==> config.mk <==
export PLATFORM = sky130hd
export DESIGN_NAME = pid_chn_scheduler_flat
export DESIGN_NICKNAME = d
export VERILOG_FILES = /design/src/rtl/pid_chn_scheduler_if.sv /design/src/rtl/pid_chn_scheduler.sv /design/src/flat_wrapper.sv
export SDC_FILE = /design/constraint.sdc
export NUM_CORES = 1
export LEC_CHECK = 0
export BUFFER_PORTS_ARGS = -buffer_cell sky130_fd_sc_hd__buf_2
export CAP_MARGIN = 0
export CORE_MARGIN = 1
export CORE_UTILIZATION = 39
export CTS_CLUSTER_SIZE = 8
export DETAILED_ROUTE_END_ITERATION = 8
export PLACE_DENSITY_LB_ADDON = 0.05
export REMOVE_ABC_BUFFERS = 1
export SLEW_MARGIN = 10
export SYNTH_ARGS = -nofsm -noshare
export SYNTH_HDL_FRONTEND = slang
export SYNTH_SLANG_ARGS = --single-unit
==> constraint.sdc <==
create_clock -name clk -period 2.25 [get_ports clk]
set_clock_uncertainty 0.15 [all_clocks]
set_input_delay 0.225 -clock clk [delete_from_list [all_inputs] [get_ports clk]]
set_output_delay 0.225 -clock clk [all_outputs]
set_load 0.01 [all_outputs]
==> src/rtl/pid_chn_scheduler_if.sv <==
// pid_chn_scheduler_if: sample port from scheduler to the PID core.
// master drives valid/chn/fdb/ref, slave returns tready_i.
interface pid_chn_scheduler_if #(
   parameter int CHN_WIDTH  = 3,
   parameter int DATA_WIDTH = 16
);
   logic                  data_valid_o;
   logic [CHN_WIDTH-1:0]  data_chn_o;
   logic [DATA_WIDTH-1:0] data_fdb_o;
   logic [DATA_WIDTH-1:0] data_ref_o;
   logic                  tready_i;

   modport master (
      output data_valid_o,
      output data_chn_o,
      output data_fdb_o,
      output data_ref_o,
      input  tready_i
   );

   modport slave (
      input  data_valid_o,
      input  data_chn_o,
      input  data_fdb_o,
      input  data_ref_o,
      output tready_i
   );
endinterface

==> src/rtl/pid_chn_scheduler.sv <==
// pid_chn_scheduler: latches per-channel feedback/reference and
// round-robins pending channels onto the PID sample port (pid).
// Ports: clk, rstn (async low), rpm_valid_i/rpm_data_i feedback,
// tr_valid_i/tr_chn_i/tr_data_i reference, stop_i, pid (master),
// pending_o, ovr_cnt_o. Option: PID_SCHED_TIMEOUT_EN (stale fdb).
module pid_chn_scheduler #(
   parameter int NUM_CHN     = 4,
   parameter int DATA_WIDTH  = 16,
   parameter int CHN_WIDTH   = 3,
   parameter int OVR_WIDTH   = 8,
   parameter int TIMEOUT_CYC = 2000000
) (
   input  logic                          clk,
   input  logic                          rstn,
   input  logic [NUM_CHN-1:0]            rpm_valid_i,
   input  logic [NUM_CHN*DATA_WIDTH-1:0] rpm_data_i,
   input  logic                          tr_valid_i,
   input  logic [CHN_WIDTH-1:0]          tr_chn_i,
   input  logic [DATA_WIDTH-1:0]         tr_data_i,
   input  logic [NUM_CHN-1:0]            stop_i,
   pid_chn_scheduler_if.master           pid,
   output logic [NUM_CHN-1:0]            pending_o,
   output logic [NUM_CHN*OVR_WIDTH-1:0]  ovr_cnt_o
);

   typedef enum logic {IDLE, ISSUE} state_t;

   state_t                state_q, state_d;
   logic [DATA_WIDTH-1:0] fdb_q [NUM_CHN];
   logic [DATA_WIDTH-1:0] ref_q [NUM_CHN];
   logic [OVR_WIDTH-1:0]  ovr_q [NUM_CHN];
   logic [NUM_CHN-1:0]    pending_q;
   logic [NUM_CHN-1:0]    load_vec;
   logic [NUM_CHN-1:0]    tout_vec;
   logic [CHN_WIDTH-1:0]  ptr_q, ptr_nxt, sel;
   logic                  found, load, accept;
   logic                  valid_q;
   logic [CHN_WIDTH-1:0]  chn_q;
   logic [DATA_WIDTH-1:0] ofdb_q, oref_q;
   logic [DATA_WIDTH-1:0] sel_fdb, sel_ref;
   logic                  sel_stop;
   int                    j;

   // first pending channel at/after the RR pointer
   always_comb begin
      found = 1'b0;
      sel   = '0;
      j     = 0;
      for (int i = 0; i < NUM_CHN; i++) begin
         j = int'(ptr_q) + i;
         if (j >= NUM_CHN) j = j - NUM_CHN;
         for (int k = 0; k < NUM_CHN; k++) begin
            if (k == j && pending_q[k] && !found) begin
               found = 1'b1;
               sel   = CHN_WIDTH'(k);
            end
         end
      end
   end

   always_comb begin
      sel_fdb  = '0;
      sel_ref  = '0;
      sel_stop = 1'b0;
      load_vec = '0;
      for (int k = 0; k < NUM_CHN; k++) begin
         if (sel == CHN_WIDTH'(k)) begin
            sel_fdb     = fdb_q[k];
            sel_ref     = ref_q[k];
            sel_stop    = stop_i[k];
            load_vec[k] = load;
         end
      end
   end

   always_comb begin
      state_d = state_q;
      load    = 1'b0;
      accept  = 1'b0;
      unique case (state_q)
         IDLE: begin
            if (found) begin
               load    = 1'b1;
               state_d = ISSUE;
            end
         end
         ISSUE: begin
            if (pid.tready_i) begin
               accept  = 1'b1;
               state_d = IDLE;
            end
         end
         default: state_d = IDLE;
      endcase
   end

   assign ptr_nxt = (chn_q == CHN_WIDTH'(NUM_CHN-1)) ?
                    '0 : chn_q + CHN_WIDTH'(1);

   always_ff @(posedge clk or negedge rstn) begin
      if (!rstn) begin
         state_q <= IDLE;
         ptr_q   <= '0;
         valid_q <= 1'b0;
         chn_q   <= '0;
         ofdb_q  <= '0;
         oref_q  <= '0;
      end else begin
         state_q <= state_d;
         if (load) begin
            valid_q <= 1'b1;
            chn_q   <= sel;
            ofdb_q  <= sel_fdb;
            oref_q  <= sel_stop ? '0 : sel_ref;
         end else if (accept) begin
            valid_q <= 1'b0;
            ptr_q   <= ptr_nxt;
         end
      end
   end

   // a strobe in the load cycle re-arms pending with no overrun
   always_ff @(posedge clk or negedge rstn) begin
      if (!rstn) begin
         pending_q <= '0;
         for (int k = 0; k < NUM_CHN; k++) begin
            fdb_q[k] <= '0;
            ref_q[k] <= '0;
            ovr_q[k] <= '0;
         end
      end else begin
         for (int k = 0; k < NUM_CHN; k++) begin
            if (rpm_valid_i[k])
               fdb_q[k] <= rpm_data_i[k*DATA_WIDTH +: DATA_WIDTH];
            else if (tout_vec[k])
               fdb_q[k] <= '0;
            if (tr_valid_i && tr_chn_i == CHN_WIDTH'(k))
               ref_q[k] <= tr_data_i;
            if (rpm_valid_i[k] || tout_vec[k])
               pending_q[k] <= 1'b1;
            else if (load_vec[k])
               pending_q[k] <= 1'b0;
            if (rpm_valid_i[k] && pending_q[k] && !load_vec[k] &&
                ovr_q[k] != '1)
               ovr_q[k] <= ovr_q[k] + OVR_WIDTH'(1);
         end
      end
   end

`ifdef PID_SCHED_TIMEOUT_EN
   localparam int TW = $clog2(TIMEOUT_CYC + 1);
   localparam logic [TW-1:0] TLAST = TW'(TIMEOUT_CYC - 1);

   logic [TW-1:0] tcnt_q [NUM_CHN];

   always_ff @(posedge clk or negedge rstn) begin
      if (!rstn) begin
         for (int k = 0; k < NUM_CHN; k++) tcnt_q[k] <= '0;
      end else begin
         for (int k = 0; k < NUM_CHN; k++) begin
            if (rpm_valid_i[k] || tcnt_q[k] == TLAST)
               tcnt_q[k] <= '0;
            else
               tcnt_q[k] <= tcnt_q[k] + TW'(1);
         end
      end
   end

   for (genvar k = 0; k < NUM_CHN; k++) begin : g_tout
      assign tout_vec[k] = !rpm_valid_i[k] &&
                           tcnt_q[k] == TLAST;
   end
`else
   assign tout_vec = '0;
   // keeps TIMEOUT_CYC referenced when the timeout is built out
   if (TIMEOUT_CYC < 0) begin : g_no_tout
   end
`endif

   for (genvar k = 0; k < NUM_CHN; k++) begin : g_ovr
      assign ovr_cnt_o[k*OVR_WIDTH +: OVR_WIDTH] = ovr_q[k];
   end

   assign pending_o        = pending_q;
   assign pid.data_valid_o = valid_q;
   assign pid.data_chn_o   = chn_q;
   assign pid.data_fdb_o   = ofdb_q;
   assign pid.data_ref_o   = oref_q;

endmodule
==> src/flat_wrapper.sv <==
// flat-port wrapper written by rule: the top's interface ports become plain ports
module pid_chn_scheduler_flat 
#(
   parameter int NUM_CHN     = 4,
   parameter int DATA_WIDTH  = 16,
   parameter int CHN_WIDTH   = 3,
   parameter int OVR_WIDTH   = 8,
   parameter int TIMEOUT_CYC = 2000000
)
  (clk, rstn, rpm_valid_i, rpm_data_i, tr_valid_i, tr_chn_i, tr_data_i, stop_i, pending_o, ovr_cnt_o, pid_data_valid_o, pid_data_chn_o, pid_data_fdb_o, pid_data_ref_o, pid_tready_i);
  pid_chn_scheduler_if #(.CHN_WIDTH(CHN_WIDTH), .DATA_WIDTH(DATA_WIDTH)) pid_i ();
  input  logic clk;
  input  logic rstn;
  input  logic [NUM_CHN-1:0] rpm_valid_i;
  input  logic [NUM_CHN*DATA_WIDTH-1:0] rpm_data_i;
  input  logic tr_valid_i;
  input  logic [CHN_WIDTH-1:0] tr_chn_i;
  input  logic [DATA_WIDTH-1:0] tr_data_i;
  input  logic [NUM_CHN-1:0] stop_i;
  output logic [NUM_CHN-1:0] pending_o;
  output logic [NUM_CHN*OVR_WIDTH-1:0] ovr_cnt_o;
  output wire logic [$bits(pid_i.data_valid_o)-1:0] pid_data_valid_o;
  output wire logic [$bits(pid_i.data_chn_o)-1:0] pid_data_chn_o;
  output wire logic [$bits(pid_i.data_fdb_o)-1:0] pid_data_fdb_o;
  output wire logic [$bits(pid_i.data_ref_o)-1:0] pid_data_ref_o;
  input wire logic [$bits(pid_i.tready_i)-1:0] pid_tready_i;
  assign pid_data_valid_o = pid_i.data_valid_o;
  assign pid_data_chn_o = pid_i.data_chn_o;
  assign pid_data_fdb_o = pid_i.data_fdb_o;
  assign pid_data_ref_o = pid_i.data_ref_o;
  assign pid_i.tready_i = pid_tready_i;
  pid_chn_scheduler #(.NUM_CHN(NUM_CHN), .DATA_WIDTH(DATA_WIDTH), .CHN_WIDTH(CHN_WIDTH), .OVR_WIDTH(OVR_WIDTH), .TIMEOUT_CYC(TIMEOUT_CYC)) u_core (.clk(clk), .rstn(rstn), .rpm_valid_i(rpm_valid_i), .rpm_data_i(rpm_data_i), .tr_valid_i(tr_valid_i), .tr_chn_i(tr_chn_i), .tr_data_i(tr_data_i), .stop_i(stop_i), .pid(pid_i), .pending_o(pending_o), .ovr_cnt_o(ovr_cnt_o));
endmodule
==> flow_summary.json, run 1 <==
{
  "cts.sinks": 202,
  "place_congestion": 0.8606,
  "start_util": 0.3984,
  "synth_top_family_by_area": "multiplexers",
  "crit_chain": "nor2b_1, or4_4, and2_4, a22oi_1, o221ai_1, a22o_1",
  "relSlewSlack": 0.6563,
  "synth_edf_count": 0,
  "dieHeight_um": 151.3,
  "path_class": "reg -> reg",
  "status": "complete, no violations",
  "whs_ns": 0.07584,
  "vias": 6721,
  "drive_above_1_share": 0.4029,
  "dieArea_sq_um": 22890,
  "hold_viol": 0,
  "num-fill-cells": 1885,
  "ys.flop_type": "dfrtp_1",
  "diodes": 0,
  "synth_area_sq_um": 8695,
  "cts_tree": "yes",
  "overflow": 0,
  "wl_per_cell_um": 19.87,
  "cp_num_buf_inv": 0,
  "path_clk_slew_ns": 0.05,
  "crit_arrival_ns": 2.44,
  "tightest_slew_ns": 0.5155,
  "grt_pass1_wl_um": 37990,
  "clock.fmax_ghz": 0.4559,
  "path_depth": 6,
  "whs_path_depth": 2,
  "async_flop_share": 1.000,
  "muxShareOfSynthArea": 0.1723,
  "post-route-cell-area_sq_um": 11810,
  "cpLargestDelayFamily": "simple AND/OR/NAND/NOR gates",
  "rows": 54,
  "grt_setup_unrepaired": "true",
  "core_area_sq_um": 21820,
  "r2r_cells": 6,
  "post_dp_cell_area_sq_um": 10190,
  "boundaryPins": 167,
  "drt_first_pass_iters": 5,
  "wl_um": 24600,
  "cts_made_buffers": 29,
  "htreeDepth": 1,
  "synthAdderAreaFrac": 0.007195,
  "grtUsageTotal": 0.2171,
  "areaGrowthSynthToFinish_pct": 35.85,
  "p_leak_nw": 5.303,
  "finalPower_mw": 13.72,
  "finalNetCount": 1057,
  "clk_path_buf_depth": 3,
  "die_w_um": 151.3,
  "slew_viol_final": 0,
  "synth_compound_area_frac": 0.1122,
  "crit_path_max_fanout": 16,
  "grt_max_degree": 59,
  "endpoint_kind": "register",
  "vias_per_cell": 5.429,
  "cp_slowest_stage_delay_ns": 0.53,
  "synth-seq-cells": 202,
  "seq_area_frac_synth": 0.5814,
  "setup_viol": 0,
  "post-route-period-util": 0.9749,
  "grt_pass1_vias": 7037,
  "cp_slowest_cell": "or4_4",
  "drtAntennaViolNets": 0,
  "synth_cell_types": 51,
  "cap_violations": 0,
  "drt_iter0_drc": 330,
  "avgSynthCellArea_sq_um": 12.94,
  "required_ns": 2.50,
  "max-vdd-ir-drop_uv": 613.9,
  "clkLatencyLatePin_ns": 0.52,
  "syn_inst": 672,
  "dpl.hpwl_um": 15730,
  "period_minus_slack_ns": 2.193,
  "p_per_area_nw_per_um2": 1161,
  "hp-class": "in -> reg",
  "synthSimpleGateAreaFrac": 0.07454,
  "portBuffers": 165,
  "start_kind": "register",
  "antenna_found_initial": 0,
  "drc": 0,
  "cts-root-buf": "clkbuf_16",
  "synthXorXnorAreaFrac": 0.02821,
  "yosys_warnings": 0
}
-- synthesized netlist by cell type, drive strengths merged, types with 2 or more instances --
master,count,area share
nand2b,7,0.0050
nand3,9,0.0052
o21ai,7,0.0040
mux2,133,0.17
nor4bb,2,0.0023
a21oi,7,0.0040
a222oi,17,0.020
or2,2,0.0014
a311oi,2,0.0027
xor2,11,0.011
nor3,2,0.0012
o221ai,16,0.016
inv,4,0.0017
a22oi,30,0.026
nand4,10,0.0072
and3,6,0.0043
a21o,2,0.0017
nor2,31,0.013
nand2,51,0.022
and2,5,0.0036
a31oi,16,0.012
dfrtp,202,0.58
a22o,16,0.016
buf,13,0.0089
nor2b,4,0.0029
clkbuf,30,0.013
ha,5,0.0072
xnor2,17,0.017
-- flip-flops by register name, summed over array words and instances (netlist names) --
register / cells
u_core.ovr_cnt_o: 32
u_core.ref_q: 64
u_core.pid.data_fdb_o: 16
u_core.pid.data_chn_o: 2
u_core.ptr_q: 2
u_core.fdb_q: 64
u_core.pid.data_ref_o: 16
u_core.pending_o: 4
u_core.state_q: 1
u_core.pid.data_valid_o: 1
-- worst paths after layout --
kind | from | to | slack [ns]
min | rpm_valid_i[0] | u_core.fdb_q[56] | 0.08
min in group asynchronous | rstn | u_core.ovr_cnt_o[27] | 0.10
max in group asynchronous | rstn | u_core.ovr_cnt_o[13] | 1.11
max reg2reg | u_core.pending_o[0] | u_core.pid.data_ref_o[1] | 0.06
min reg2reg | u_core.ovr_cnt_o[31] | u_core.ovr_cnt_o[31] | 0.33
max | u_core.pending_o[0] | u_core.pid.data_ref_o[1] | 0.06
-- cell families after synthesis --
family / count (synthesis)
xor+xnor: 28
mux: 133
fa+ha+maj: 5
buf+inv: 47
compound gates: 122
other cells: 1
flops: 202
simple gates: 134
-- cells in the final DEF (no fill, tap or decap), drive strengths merged, types with 2 or more instances in the layout --
cell	Yosys	routed
clkbuf	30	32
nand4	10	10
a21o	2	2
or2	2	2
a22o	16	16
a31oi	16	16
a21oi	7	7
a222oi	17	17
ha	5	5
xor2	11	11
xnor2	17	17
nand2	51	51
nor3	2	2
nand3	9	9
a22oi	30	30
inv	4	4
dlygate4sd3	0	82
mux2	133	133
a311oi	2	2
o221ai	16	16
nor2b	4	4
dfrtp	202	202
nand2b	7	7
o21ai	7	7
nor4bb	2	2
buf	13	213
and2	5	6
and3	6	6
nor2	31	31
-- area by class of cell --
class | instances | area [sq um] | share of cell area
Sequential cell | 202 | 5055 | 0.4280
Inverter | 4 | 15.01 | 0.001271
Tap cell | 280 | 350.3 | 0.02966
Multi-Input combinational cell | 424 | 3538 | 0.2996
Clock buffer | 31 | 733.2 | 0.06208
Timing Repair Buffer | 296 | 2090 | 0.1769
Clock inverter | 1 | 30.03 | 0.002542
-- routing by layer --
metal / part of all wire / vias up / global-route usage
li1: - / 3045 / -
met1: 0.43 / 3394 / 0.2775
met2: 0.49 / 235 / 0.3694
met3: 0.058 / 47 / 0.03645
met4: 0.024 / 0 / 0.07600
met5: 0 / - / 0
-- where the power goes --
| part | leakage, nW | switching, mW | internal [mW] | total, mW |
|---|---|---|---|---|
| Sequential | 2.42 | 0.717 | 4.54 | 5.26 |
| Combinational | 2.51 | 2.42 | 2.21 | 4.63 |
| Clock | 0.374 | 1.46 | 2.36 | 3.82 |
| Total | 5.30 | 4.60 | 9.12 | 13.7 |
-- through the flow --
step	util	std cells	TNS [ns]	worst slack, ns
5_1_grt	0.5412	1238	-0.1242	-0.02180
2_1_floorplan	-	629	-16.10	-0.3252
6_report	0.5412	1238	0	0.05655
3_3_place_gp	0.4669	1123	0	0.05841
3_5_place_dp	0.4669	1123	0	0.005895
4_1_cts	0.5396	1237	0	0.01137
-- worst register-to-register path, stage by stage, from the launching register on --
cell	delay, ns
dfrtp_1	0.40
nor2b_1	0.16
or4_4	0.53
and2_4	0.27
a22oi_1	0.23
o221ai_1	0.13
a22o_1	0.21
-- timing repair --
item                                    4_1_cts  5_1_grt
pin swaps                                     0        5
resized for setup                             1        8
endpoints found under the setup margin        3       28
cloned                                        0        1
hold buffers                                 82        0
setup buffers                                 0        1
endpoints found under the hold margin       256        0
No activity file was read; power rests on OpenSTA's default activity.
==> run 2, diff against run 1 <==
- clock period: 2.25 -> 2.1 ns (I/O delays scaled with it)
==> run 2 against run 1 <==
Compared with the run above:
- sequential share of layout area fell by 0.66 points
- via count rose by 0.46%
- flip-flop and latch count did not move
- total power rose by 9.3%
- clock power rose by 5%
- maximum frequency fell by 1.4%
- register-to-register slack got worse by 0.18 ns
- die area did not move
- worst hold slack got worse by 0.062 ns
- sequential power rose by 7.0%
- global-route usage rose by 0.52 points
- the run now ends with setup timing left
==> flow_summary.json, run 2 (synthesized netlist as in run 1, its figures left out) <==
{
  "grt_setup_unrepaired": "true",
  "finalPower_mw": 14.99,
  "path_clk_slew_ns": 0.05,
  "required_ns": 2.36,
  "drt_first_pass_iters": 5,
  "overflow": 0,
  "p_per_area_nw_per_um2": 1250,
  "violations": "setup timing",
  "htreeDepth": 1,
  "die_w_um": 151.3,
  "highest_layer": "met4",
  "post_dp_cell_area_sq_um": 10250,
  "r2r_slack_ns": -0.13,
  "setup_viol": 16,
  "diodes": 0,
  "finalNetCount": 1060,
  "hp-class": "in -> async",
  "wl_um": 24930,
  "hold_viol": 0,
  "place_congestion": 0.8258,
  "start_kind": "register",
  "clk_path_buf_depth": 3,
  "grtUsageTotal": 0.2223,
  "portBuffers": 165,
  "cts-root-buf": "clkbuf_16",
  "met3_length_um": 1287,
  "crit_path_max_fanout": 16,
  "final_cell_mix": "dfrtp_1 (202), buf_2 (164), mux2_2 (122), dlygate4sd3_1 (82), nand2_1 (51)",
  "status": "finished, violations left",
  "drt_iter0_drc": 370,
  "grt_max_degree": 67,
  "cts_tree": "yes",
  "cap_violations": 0,
  "antenna_found_initial": 0,
  "worst_slack_ns": -0.1251,
  "vias": 6752,
  "clkLatencyLatePin_ns": 0.54,
  "boundaryPins": 167,
  "slew_viol_final": 0,
  "vias_per_cell": 5.445,
  "path_class": "reg -> reg",
  "drtAntennaViolNets": 0,
  "areaGrowthSynthToFinish_pct": 37.96,
  "final_common_cell": "dfrtp_1",
  "cts.sinks": 202,
  "drc": 0,
  "dieArea_sq_um": 22890,
  "start_util": 0.3984,
  "cts_made_buffers": 29,
  "endpoint_kind": "register",
  "grt_pass1_wl_um": 38880,
  "wl_per_cell_um": 20.10,
  "post-route-period-util": 1.060,
  "wl_met2_um": 12140,
  "rows": 54,
  "post-route-cell-area_sq_um": 12000,
  "fin_util": 0.5497,
  "clock.fmax_ghz": 0.4494,
  "period_minus_slack_ns": 2.225,
  "p_leak_nw": 5.379,
  "dieHeight_um": 151.3,
  "wl_met1_um": 11050,
  "dpl.hpwl_um": 15750,
  "core_area_sq_um": 21820,
  "crit_arrival_ns": 2.49,
  "drive_above_1_share": 0.4198,
  "max-vdd-ir-drop_uv": 762.3,
  "grt_pass1_vias": 7150
}
## run 2: worst paths after layout
check / startpoint / to / depth (start not counted)
max: u_core.pending_o[0] / u_core.pid.data_ref_o[15] / 8
min: rstn / u_core.fdb_q[21] / 2
max reg2reg: u_core.pending_o[0] / u_core.pid.data_ref_o[15] / 8
min reg2reg: u_core.ovr_cnt_o[6] / u_core.ovr_cnt_o[6] / 1
max in group asynchronous: rstn / u_core.pid.data_ref_o[15] / 3
min in group clk: rpm_valid_i[0] / u_core.pending_o[0] / 3
## run 2: routing by layer
| layer | up-vias | track usage |
|---|---|---|
| met5 | - | 0 |
| met3 | 38 | 0.04096 |
| met1 | 3451 | 0.2939 |
| met2 | 194 | 0.3742 |
| li1 | 3069 | - |
| met4 | 0 | 0.05650 |
## run 2: critical path: stages, from the launching register on
cell and delay (ns):
dfrtp_1 0.40, nor2b_1 0.15, or4_4 0.53, buf_4 0.16
nand3b_1 0.10, a21o_1 0.16, o32ai_4 0.10, buf_12 0.17
a22o_1 0.18
## run 2: area by class of cell
cell class | count | area, sq um
fill | 1835 | 9828
sequential | 202 | 5055
multi-input combinational | 425 | 3631
timing repair buffer | 298 | 2190
clock buffer | 29 | 725.7
tap | 280 | 350.3
clock inverter | 2 | 28.78
inverter | 4 | 15.01
## run 2: through the flow
step	worst slack (ns)	TNS, ns	std cells	hold slack, ns
after global placement	-0.09119	-1.222	1123	0.007241
after detailed placement	-0.1359	-1.775	1123	0.01443
after floorplan	-0.4602	-26.68	629	-0.2356
after global routing	-0.1649	-2.626	1240	0.04148
after CTS	-0.06036	-0.7479	1238	0.01710
final	-0.1251	-1.700	1240	0.01369
## run 2: timing repair
item / in CTS / in global routing
gates resized for setup: 10 / 26
hold endpoints to repair: 333 / 0
setup endpoints to repair: 18 / 56
gates cloned: 2 / 0
pin swaps: 4 / 12
setup buffers: 1 / 2
hold buffers: 82 / 0
## run 2: where the power goes
group | total, mW | switching (mW) | internal (mW)
combinational | 5.35 | 2.75 | 2.60
clock | 4.01 | 1.59 | 2.42
sequential | 5.63 | 0.763 | 4.87
total | 15.0 | 5.11 | 9.89
